File: config.mk
export PLATFORM = sky130hd
export DESIGN_NAME = mux_select_scheduler_flat
export DESIGN_NICKNAME = d
export VERILOG_FILES = /design/src/rtl/mux_select_scheduler_if.sv /design/src/rtl/mux_select_scheduler.sv /design/src/flat_wrapper.sv
export SDC_FILE = /design/constraint.sdc
export NUM_CORES = 1
export LEC_CHECK = 0
export BUFFER_PORTS_ARGS = -buffer_cell sky130_fd_sc_hd__buf_2
export CORE_MARGIN = 5
export CORE_UTILIZATION = 47
export CTS_CLUSTER_SIZE = 12
export DETAILED_ROUTE_END_ITERATION = 16
export GPL_TIMING_DRIVEN = 0
export PLACE_DENSITY = 0.76
export RECOVER_POWER = 50
export SYNTH_ARGS = -nofsm -noshare
export SYNTH_HDL_FRONTEND = slang
export SYNTH_SLANG_ARGS = --single-unit
File: constraint.sdc
create_clock -name clk -period 1.8 [get_ports clk]
set_input_delay 0.09 -clock clk [delete_from_list [all_inputs] [get_ports clk]]
set_output_delay 0.09 -clock clk [all_outputs]
set_load 0.05 [all_outputs]
File: src/rtl/mux_select_scheduler_if.sv
// Handshake and data bundle between the 4:1 byte mux, its scheduler and the downstream consumer.
interface mux_select_scheduler_if #(parameter int q = 7);
  logic [3:0] req;
  logic [1:0] select;
  logic [q:0] mux_out;
  logic [q:0] data_out;
  logic       valid;
  logic       ready;
  logic [3:0] ack;

  modport master (
    input  req, mux_out, ready,
    output select, data_out, valid, ack
  );

  modport slave (
    output req, mux_out, ready,
    input  select, data_out, valid, ack
  );
endinterface

File: src/rtl/mux_select_scheduler.sv
// Arbitrates four request lines onto the mux select, waits one settle cycle, captures and hands off the byte.
// Build option: define SCHED_FIXED_PRIORITY_EN for fixed 0>1>2>3 priority instead of round-robin.
module mux_select_scheduler #(
  parameter int q = 7
) (
  input  logic                  clk,
  input  logic                  rst,
  mux_select_scheduler_if.master bus
);

  localparam logic [1:0] IDLE   = 2'b00;
  localparam logic [1:0] SETTLE = 2'b01;
  localparam logic [1:0] SEND   = 2'b10;

  logic [1:0] state;
  logic [1:0] last;
  logic [1:0] select_q;
  logic [1:0] winner;
  logic [q:0] data_q;
  logic       valid_q;
  logic [3:0] ack_q;

  assign bus.select   = select_q;
  assign bus.data_out = data_q;
  assign bus.valid    = valid_q;
  assign bus.ack      = ack_q;

  // Loops run from lowest to highest priority so the last hit is the winner.
  always_comb begin
    // NOTE: default assignment first so every path drives winner and no latch is inferred.
    winner = last;
`ifdef SCHED_FIXED_PRIORITY_EN
    for (int i = 3; i >= 0; i--) begin
      if (bus.req[i]) winner = 2'(i);
    end
`else
    for (int k = 4; k >= 1; k--) begin
      if (bus.req[last + 2'(k)]) winner = last + 2'(k);
    end
`endif
  end

  // select_q still holds the granted channel during SETTLE, so it doubles as the winner there.
  always_ff @(posedge clk or posedge rst) begin
    if (rst) begin
      state    <= IDLE;
      last     <= 2'b11;
      select_q <= 2'b00;
      data_q   <= '0;
      valid_q  <= 1'b0;
      ack_q    <= 4'b0000;
    end else begin
      // NOTE: non-blocking assignments so every register samples pre-edge values.
      case (state)
        IDLE: begin
          if (|bus.req) begin
            select_q <= winner;
            state    <= SETTLE;
          end
        end
        SETTLE: begin
          data_q  <= bus.mux_out;
          valid_q <= 1'b1;
          ack_q   <= 4'b0001 << select_q;
          last    <= select_q;
          state   <= SEND;
        end
        SEND: begin
          ack_q <= 4'b0000;
          if (bus.ready) begin
            valid_q <= 1'b0;
            state   <= IDLE;
          end
        end
        default: begin
          ack_q   <= 4'b0000;
          valid_q <= 1'b0;
          state   <= IDLE;
        end
      endcase
    end
  end

endmodule

File: src/flat_wrapper.sv
// flat-port wrapper written by rule: the top's interface ports become plain ports
module mux_select_scheduler_flat 
#(
  parameter int q = 7
)
  (clk, rst, bus_req, bus_mux_out, bus_ready, bus_select, bus_data_out, bus_valid, bus_ack);
  mux_select_scheduler_if #(.q(q)) bus_i ();
  input  logic clk;
  input  logic rst;
  input wire logic [$bits(bus_i.req)-1:0] bus_req;
  input wire logic [$bits(bus_i.mux_out)-1:0] bus_mux_out;
  input wire logic [$bits(bus_i.ready)-1:0] bus_ready;
  output wire logic [$bits(bus_i.select)-1:0] bus_select;
  output wire logic [$bits(bus_i.data_out)-1:0] bus_data_out;
  output wire logic [$bits(bus_i.valid)-1:0] bus_valid;
  output wire logic [$bits(bus_i.ack)-1:0] bus_ack;
  assign bus_i.req = bus_req;
  assign bus_i.mux_out = bus_mux_out;
  assign bus_i.ready = bus_ready;
  assign bus_select = bus_i.select;
  assign bus_data_out = bus_i.data_out;
  assign bus_valid = bus_i.valid;
  assign bus_ack = bus_i.ack;
  mux_select_scheduler #(.q(q)) u_core (.clk(clk), .rst(rst), .bus(bus_i));
endmodule
==> results.sh <==
export IMPL_status="finished clean"
export IMPL_ys_flop_type="dfrtp_1"
export IMPL_die_area_sq_um=2740
export IMPL_setup_tns_final_ns=0
export IMPL_numPortBuffers=29
export IMPL_ys_seq_area_share_pct=56.6
export IMPL_ys_warnings_count=0
export IMPL_tightest_slew_ns=0.695
export IMPL_cts_root_buf="clkbuf_4"
export IMPL_yosysTopAreaCell="dfrtp_1"
export IMPL_top_layer_used="met3"
export IMPL_synth_top_area_share_pct=50.4
export IMPL_r2r_slack_ns=0.32
export IMPL_arrival_ns=1.67
export IMPL_grt_pass1_vias=689
export IMPL_synth_common_cells="dfrtp_1, mux2_2, nand2b_1"
export IMPL_period_share_pct=82.3
export IMPL_fillerInstances=160
export IMPL_area_delta_synth_final_pct=24.1
export IMPL_row_count=15
export IMPL_hold_depth=2
export IMPL_min_to="u_core.bus.data_out[5]"
export IMPL_rr_worst_depth=4
export IMPL_synth_edf_count=0
export IMPL_grt_usage_pct=14.0
export IMPL_final_min_clock_period_ns=1.48
export IMPL_hold_viol=0
export IMPL_numClockSinks=19
export IMPL_worst_setup_path_start_kind="flop"
export IMPL_timing_rr_start="u_core.last[1]"
export IMPL_relSlewSlack_pct=53.6
export IMPL_skew_ns=0.00479
export IMPL_netlist_area_sq_um=845
export IMPL_hold_path_class="in2reg"
export IMPL_drc=0
export IMPL_num_vias=654
export IMPL_clock_fmax_ghz=0.675
export IMPL_yosysMostFrequentCell="dfrtp_1"
export IMPL_post_synth_main_area_contributors="dfrtp_1, mux2_2, dfstp_2"
export IMPL_rsz0062_at_grt="false"
export IMPL_initial_core_util_pct=48.9
export IMPL_wl_met2_microns=831
export IMPL_numCtsBuffers=3
export IMPL_wirelength_microns=1720
export IMPL_hold_start="bus_mux_out[5]"
export IMPL_finalMaxSlewViolations=0
export IMPL_synth_async_reset_ratio_pct=100
export IMPL_wl_per_cell_microns=13.3
export IMPL_dp_hpwl_microns=1260
export IMPL_place_congestion=0.759
export IMPL_path_class="reg2reg"
export IMPL_die_height_microns=52.4
export IMPL_clkLatencyLatePin_ns=0.29
export IMPL_overflow=0
export IMPL_required_ns=1.99
export IMPL_crit_fanout=7
export IMPL_cts_tree="yes"
export IMPL_ioPinCount=30
export IMPL_drt_iter0_markers=14
export IMPL_wl_met3_microns=156
export IMPL_clk_pin_slew_worst_paths_ns=0.11
export IMPL_cts_htree_levels=1
export IMPL_drtPass1Iterations=4
export IMPL_drv_cap=0
export IMPL_grt_pass1_wl_microns=2840
export IMPL_wl_met1_microns=737
export IMPL_antenna_found_initial=0
export IMPL_ys_ff_latch=19
export IMPL_synthCells=71
export IMPL_nets=121
export IMPL_crit_path_end_kind="flop"
export IMPL_drive_above_1_share_pct=38.1
export IMPL_grt_max_degree=20
export IMPL_clockBufferDepth=2
export IMPL_via_per_inst=5.03
export IMPL_setup_viol=0
export IMPL_post_cts_setup_buffers=0
export IMPL_core_area_sq_um=1730
export IMPL_ctsHoldBuffers=1
export IMPL_drtAntennaViolNets=0
export IMPL_r2r_end="u_core.bus.select[0]"
export IMPL_synth_distinct_cells=27
export IMPL_synthesis_nets=86
export IMPL_diodes=0
export IMPL_die_w_microns=52.4
export IMPL_cts_resized=0
export IMPL_syn_avg_cell_area_sq_um=11.9
sequential cells by signal (all words and copies together), names as in the netlist:
register and flops:
u_core.bus.ack 4, u_core.bus.data_out 8, u_core.bus.select 2, u_core.bus.valid 1, u_core.last 2, u_core.state 2
cells in the final DEF (no fill, tap or decap):
cell,n
a211oi_1,1
o21ai_0,2
mux2_2,10
mux2i_1,2
nand2b_1,5
nand2_1,1
dlygate4sd3_1,1
nor2b_1,1
inv_1,4
o21a_1,1
buf_4,1
dfstp_2,2
a21o_1,1
nand3_1,2
a21boi_0,1
clkbuf_1,8
or3_4,1
o31ai_1,2
nand3b_1,1
nor2_1,4
a21oi_1,4
dfrtp_1,17
o41ai_1,1
nor3_1,1
buf_1,2
clkbuf_4,3
o41a_1,1
buf_2,23
nor3b_1,1
nor4_1,1
how the worst max path moves through the flow:
stage / start / endpoint / cells past startpoint
global route: u_core.last[1] / u_core.bus.select[0] / 4
CTS: u_core.last[1] / u_core.bus.select[0] / 4
detailed placement: u_core.last[1] / u_core.bus.select[0] / 4
floorplan: u_core.state[1] / u_core.bus.select[0] / 3
global placement: u_core.state[1] / u_core.bus.select[0] / 3
finish: u_core.last[1] / u_core.bus.select[0] / 4
metrics by stage:
| step | hold slack, ns | cells | utilization [%] | setup WS (ns) | instance area (sq um) |
|---|---|---|---|---|---|
| 2_1_floorplan | 0.0396 | 71 | - | 0.393 | 845 |
| 3_3_place_gp | 0.227 | 125 | 59.1 | 0.354 | 1020 |
| 3_5_place_dp | 0.228 | 125 | 59.1 | 0.346 | 1020 |
| 4_1_cts | 0.0189 | 130 | 61.2 | 0.321 | 1060 |
| 5_1_grt | 0.0109 | 130 | 60.7 | 0.267 | 1050 |
| 6_report | 0.0191 | 130 | 60.7 | 0.319 | 1050 |
cell families after synthesis:
| group | count (synthesis) | synth area share, % |
|---|---|---|
| DFF | 19 | 56.6 |
| AOI/OAI and AO/OA | 14 | 11.3 |
| and+or+nand+nor | 18 | 12.3 |
| buffers and inverters | 8 | 4.15 |
| muxes | 12 | 15.7 |
per-layer routing:
layer / vias to the layer above / track usage, %
li1: 316 / -
met1: 308 / 17.9
met2: 30 / 21.7
met3: 0 / 3.99
met4: 0 / 6.38
met5: - / 0
critical path, cell delays in order, from the launching register on:
cell and delay (ns):
dfstp_2 0.53, buf_1 0.25, mux2i_1 0.24, nor2_1 0.06, o41a_1 0.30
area by class of cell:
cell class	instances	area, sq um	area share (%)
Inverter	4	15.0	1.43
Clock buffer	4	26.3	2.51
Tap cell	25	31.3	2.98
Buffer	4	20.0	1.91
Timing Repair Buffer	30	146	14.0
Multi-Input combinational cell	44	332	31.6
Sequential cell	19	478	45.6
Power is left out: the tool's default activity adds up to more than one toggle a clock period on the data nets, which glitch-free logic cannot reach.
